===== src/rtl/spi_pkg.sv =====
// SPI master shared types.
// Holds the FSM state encoding used by the spi top.
package spi_pkg;
  typedef enum logic [1:0] {
    IDLE,
    XFER,
    DONE
  } spi_state_t;
endpackage


===== src/rtl/spi_clk_div.sv =====
// SCLK divider: counts CLK_DIV cycles per half-period while en is high.
// Ports: clk, reset, en in; rise_tick, fall_tick single-cycle pulses out.
module spi_clk_div #(
  parameter int CLK_DIV = 8
) (
  input  logic clk,
  input  logic reset,
  input  logic en,
  output logic rise_tick,
  output logic fall_tick
);
  localparam int CW = (CLK_DIV > 2) ? $clog2(CLK_DIV) : 1;

  logic [CW-1:0] cnt;
  logic          phase;
  logic          wrap;

  assign wrap      = en && (cnt == CW'(CLK_DIV - 1));
  assign rise_tick = wrap && !phase;
  assign fall_tick = wrap && phase;

  // phase mirrors the sclk level; cleared whenever disabled
  always_ff @(posedge clk or posedge reset) begin
    if (reset) begin
      cnt   <= '0;
      phase <= 1'b0;
    end else if (!en) begin
      cnt   <= '0;
      phase <= 1'b0;
    end else if (wrap) begin
      cnt   <= '0;
      phase <= !phase;
    end else begin
      cnt <= cnt + CW'(1);
    end
  end
endmodule


===== src/rtl/spi.sv =====
// Mode-0 SPI master, MSB first, active-low cs, WIDTH-bit frames.
// Ports: clk, reset, start_transfer, data_to_tx, miso in; data_rx, sclk, mosi, cs out.
module spi
  import spi_pkg::*;
#(
  parameter int CLK_DIV = 8,
  parameter int WIDTH   = 16
) (
  input  logic             clk,
  input  logic             reset,
  input  logic             start_transfer,
  input  logic [WIDTH-1:0] data_to_tx,
  output logic [WIDTH-1:0] data_rx,
  output logic             sclk,
  input  logic             miso,
  output logic             mosi,
  output logic             cs
);
  localparam int BW = $clog2(WIDTH);

  spi_state_t       state;
  logic [WIDTH-1:0] tx_sr;
  logic [WIDTH-1:0] rx_sr;
  logic [BW-1:0]    bit_cnt;
  logic             rise_tick;
  logic             fall_tick;

  spi_clk_div #(
    .CLK_DIV(CLK_DIV)
  ) u_div (
    .clk      (clk),
    .reset    (reset),
    .en       (state == XFER),
    .rise_tick(rise_tick),
    .fall_tick(fall_tick)
  );

  always_ff @(posedge clk or posedge reset) begin
    if (reset) begin
      state   <= IDLE;
      tx_sr   <= '0;
      rx_sr   <= '0;
      bit_cnt <= '0;
      data_rx <= '0;
      sclk    <= 1'b0;
      mosi    <= 1'b0;
      cs      <= 1'b1;
    end else begin
      unique case (state)
        IDLE: begin
          sclk <= 1'b0;
          if (start_transfer) begin
            tx_sr   <= data_to_tx;
            bit_cnt <= '0;
            cs      <= 1'b0;
            mosi    <= data_to_tx[WIDTH-1];
            state   <= XFER;
          end else begin
            cs   <= 1'b1;
            mosi <= 1'b0;
          end
        end
        XFER: begin
          if (rise_tick) begin
            sclk  <= 1'b1;
            rx_sr <= {rx_sr[WIDTH-2:0], miso};
          end
          if (fall_tick) begin
            sclk <= 1'b0;
            if (bit_cnt == BW'(WIDTH - 1)) begin
              cs      <= 1'b1;
              mosi    <= 1'b0;
              data_rx <= rx_sr;
              state   <= DONE;
            end else begin
              tx_sr   <= {tx_sr[WIDTH-2:0], 1'b0};
              mosi    <= tx_sr[WIDTH-2];
              bit_cnt <= bit_cnt + BW'(1);
            end
          end
        end
        DONE: begin
          if (!start_transfer)
            state <= IDLE;
        end
        default: state <= IDLE;
      endcase
    end
  end
endmodule


===== config.mk =====
export PLATFORM = sky130hd
export DESIGN_NAME = spi
export DESIGN_NICKNAME = d
export VERILOG_FILES = /design/src/rtl/spi_pkg.sv /design/src/rtl/spi_clk_div.sv /design/src/rtl/spi.sv
export SDC_FILE = /design/constraint.sdc
export NUM_CORES = 1
export LEC_CHECK = 0
export CAP_MARGIN = 20
export CORE_ASPECT_RATIO = 0.75
export CORE_MARGIN = 1
export CORE_UTILIZATION = 48
export CTS_CLUSTER_SIZE = 8
export DETAILED_ROUTE_END_ITERATION = 10
export GPL_TIMING_DRIVEN = 0
export HOLD_SLACK_MARGIN = 0.08
export PLACE_DENSITY_LB_ADDON = 0.12
export RECOVER_POWER = 25
export SLEW_MARGIN = 10
export SYNTH_ARGS = -nofsm -noshare
export SYNTH_HDL_FRONTEND = slang
export SYNTH_HIERARCHICAL = 1
export SYNTH_SLANG_ARGS = --single-unit

===== constraint.sdc =====
create_clock -name clk -period 2.4 [get_ports clk]
set_input_delay 0.48 -clock clk [delete_from_list [all_inputs] [get_ports clk]]
set_output_delay 0.48 -clock clk [all_outputs]
set_load 0.02 [all_outputs]

==> flow_metrics.tcl, run 1 <==
set metrics [dict create \
    drc 0 \
    ys_top_cells_by_area "dfrtp_1, mux2_2, mux2_4" \
    worstRegToRegCells 9 \
    power.switching_mw 1.017 \
    leakagePower_nw 1.578 \
    endpoint_kind "flip-flop" \
    die_h_um 66.62 \
    multi_input_area_um2 1071 \
    overflow 0 \
    synth_nets 204 \
    comb_power_share_pct 32.8 \
    drtIter0Drc 42 \
    die-width_um 88.16 \
    port_buffers 38 \
    required_ns 2.62 \
    hold_class "flip-flop to flip-flop" \
    synth-compound-area-share_pct 3.839 \
    r2r_end "tx_sr[12]$_DFFE_PP0P_" \
    start_util_pct 49.93 \
    cts_buffers 9 \
    yosys.cell_types.count 35 \
    setup.worst_path.start "state[0]$_DFFE_PP0P_" \
    max_cap_violations 0 \
    synth_top_family_by_area "multiplexers" \
    num_rows 23 \
    synthAdderAreaFrac_pct 1.404 \
    outcome "complete, no violations" \
    seq_area_um2 1503 \
    synth_xor_area_share_pct 0.3277 \
    grt_max_degree 34 \
    clk_pin_slew_ns 0.07 \
    cts_buffer_depth 2 \
    grt_usage_pct 19.25 \
    total_power_mw 3.454 \
    synth_sequential_area_ratio_pct 56.23 \
    holdBufCountCts 0 \
    netlist_instances 181 \
    num-fill-cells 414 \
    grt_pass1_wl_mm 8.197 \
    finalHoldViolCount 0 \
    syn_area_um2 2673 \
    dieArea_um2 5873 \
    h-tree-depth 3 \
    ys_seq_elements 60 \
    yosys_most_used_dff "dfrtp_1" \
    cts.root.buffer_cell "clkbuf_8" \
    yosys.area.top_type "dfrtp_1" \
    p_seq_share_pct 41.4 \
    setup_viol 0 \
    reg2reg_from "state[0]$_DFFE_PP0P_" \
    arrival_ns 2.44 \
    hp-start "u_div/cnt[0]$_DFF_PP0_" \
    ys.warnings.count 6 \
    min_period_ns 2.225 \
    worstSetupStartpointType "flip-flop" \
    rrSetupSlack_ns 0.17 \
    wire_per_inst_um 15.32 \
    fin_skew_ns 0.007189 \
    power.density_nw_per_um2 1016 \
    via_per_inst 5.038 \
    critical_path_class "flip-flop to flip-flop" \
    clock_sinks 60 \
    drt_wl_total_mm 4.809 \
    crit_end "tx_sr[12]$_DFFE_PP0P_" \
    slew_headroom_pct 12.79 \
    io_pins 39 \
    max-vdd-ir-drop_mv 0.7613 \
    antenna_found_initial 0 \
    drt_pass1_iterations 4 \
    fmax_ghz 0.4494 \
    cp_max_fo 21 \
    synth_enable_flop_cells 0 \
    tightest_slew_ns 1.307 \
    drv_slew 0 \
    yosysMostFrequentCell "dfrtp_1" \
    yosysTopAreaCellShare_pct 55.24 \
    place_congestion 0.7918 \
    clk_latency_ns 0.33 \
    layout.nets 257 \
    num_antenna_cells 0 \
    intPower_mw 2.437 \
    cts_tree "built" \
    drive_above_1_share_pct 39.75 \
    muxShareOfSynthArea_pct 27.90 \
    syn_avg_cell_area_um2 14.77 \
    grt_pass1_vias 1726 \
    synthArstFlopShare_pct 100.0 \
    dp_hpwl_mm 3.457 \
    post-route-period-util_pct 92.72 \
    clkPwrFrac_pct 25.8 \
    final_util_pct 63.53 \
    syn2layout_area_growth_pct 27.25 \
    core_area_um2 5353 \
    synth_common_cells "dfrtp_1, mux2_2, inv_1, mux2_4, nand2_1" \
    grt_setup_unrepaired "false" \
    vias 1582 \
    synth-simple-area-share_pct 6.461 \
    ant_nets 0 \
    fin_cells 314 \
    sw_frac_of_total_pct 29.45 \
    placed_cells 295 \
]
-- cell usage in the layout, fill, tap and decap left out, types with 4 or more instances in the layout --
cell type	count
nand3_1	4
nand2_1	5
clkbuf_8	9
inv_1	7
clkdlybuf4s50_1	37
a21oi_1	4
mux2_1	4
mux2_2	52
mux2_4	7
dfrtp_1	59
buf_4	4
-- stage by stage --
stage / setup slack, ns / hold WS [ns] / cell area (µm²) / setup TNS [ns]
after floorplan: 0.1020 / 0.2461 / 2673 / 0
after global placement: -0.3868 / 0.4241 / 3147 / -21.91
after detailed placement: -0.1930 / 0.4454 / 3174 / -1.713
after CTS: 0.03171 / 0.3631 / 3397 / 0
after global routing: 0.04539 / 0.4720 / 3401 / 0
final: 0.1747 / 0.4510 / 3401 / 0
-- what timing repair did --
| action | in CTS | in global routing |
|---|---|---|
| buffers inserted | 3 | 1 |
| pin swaps | 1 | 0 |
| gates resized for setup | 0 | 2 |
| setup endpoints to repair | 18 | 12 |
-- worst min path at each step --
stage	slack (ns)	cells after the start	endpoint
after floorplan	0.25	1	u_div/cnt[0]$_DFF_PP0_
after global placement	0.42	1	u_div/cnt[0]$_DFF_PP0_
after detailed placement	0.45	1	u_div/cnt[0]$_DFF_PP0_
after CTS	0.36	2	u_div/cnt[1]$_DFF_PP0_
after global routing	0.47	1	u_div/cnt[0]$_DFF_PP0_
final	0.45	1	u_div/cnt[0]$_DFF_PP0_
-- sequential cells by signal, indices dropped and copies added, names as in the netlist --
| name | cells |
|---|---|
| cs | 1 |
| data_rx | 16 |
| tx_sr | 15 |
| u_div/cnt | 3 |
| u_div/phase | 1 |
| state | 2 |
| mosi | 1 |
| rx_sr | 16 |
| sclk | 1 |
| bit_cnt | 4 |
-- routing by layer --
layer	vias up	routed length, µm	global-route usage [%]
met5	-	0	0
met3	10	249	7.063
li1	752	-	-
met1	780	2232	24.16
met2	40	2235	28.85
met4	0	91	10.48
-- logic make-up after synthesis --
family	after synthesis
AO/OA/AOI/OAI	13
XOR/XNOR	1
adder cells (fa/ha/maj)	3
buffers and inverters	14
flip-flops	60
multiplexers	64
AND/OR/NAND/NOR	26
-- critical path, stage by stage, from the launching register on --
cell,delay [ns]
dfrtp_1,0.37
buf_8,0.14
nor2b_1,0.16
buf_6,0.21
and3_4,0.25
nand2_1,0.10
a221oi_4,0.24
buf_6,0.17
buf_8,0.16
mux2_4,0.31
-- final cells by class --
type / count / share of cell area, %
flip-flops and latches: 60 / 44.19
multi-input cells: 107 / 31.49
repair buffers: 43 / 12.99
clock buffers: 9 / 3.642
well taps: 75 / 2.759
clock inverters: 7 / 2.244
plain buffers: 6 / 1.913
inverters: 7 / 0.7726
-- power groups by stage --
stage	Clock [mW]	Combinational [mW]	Sequential, mW
after floorplan	0	0.853	1.43
after global placement	0	1.05	1.42
after detailed placement	0	1.12	1.44
after CTS	0.927	1.15	1.43
after global routing	0.972	1.24	1.47
final	0.891	1.13	1.43
Note: power is estimated with default switching activity, not from simulation.
==> inputs of run 2 (changes only) <==
--- a/config.mk
+++ b/config.mk
@@ -9,6 +9,7 @@
 export CORE_ASPECT_RATIO = 0.75
 export CORE_MARGIN = 1
 export CORE_UTILIZATION = 48
+export CTS_CLUSTER_DIAMETER = 30
 export CTS_CLUSTER_SIZE = 8
 export DETAILED_ROUTE_END_ITERATION = 10
 export GPL_TIMING_DRIVEN = 0
==> results of run 2 <==
No change in the layout: final DEF, timing and power equal those of run 1.
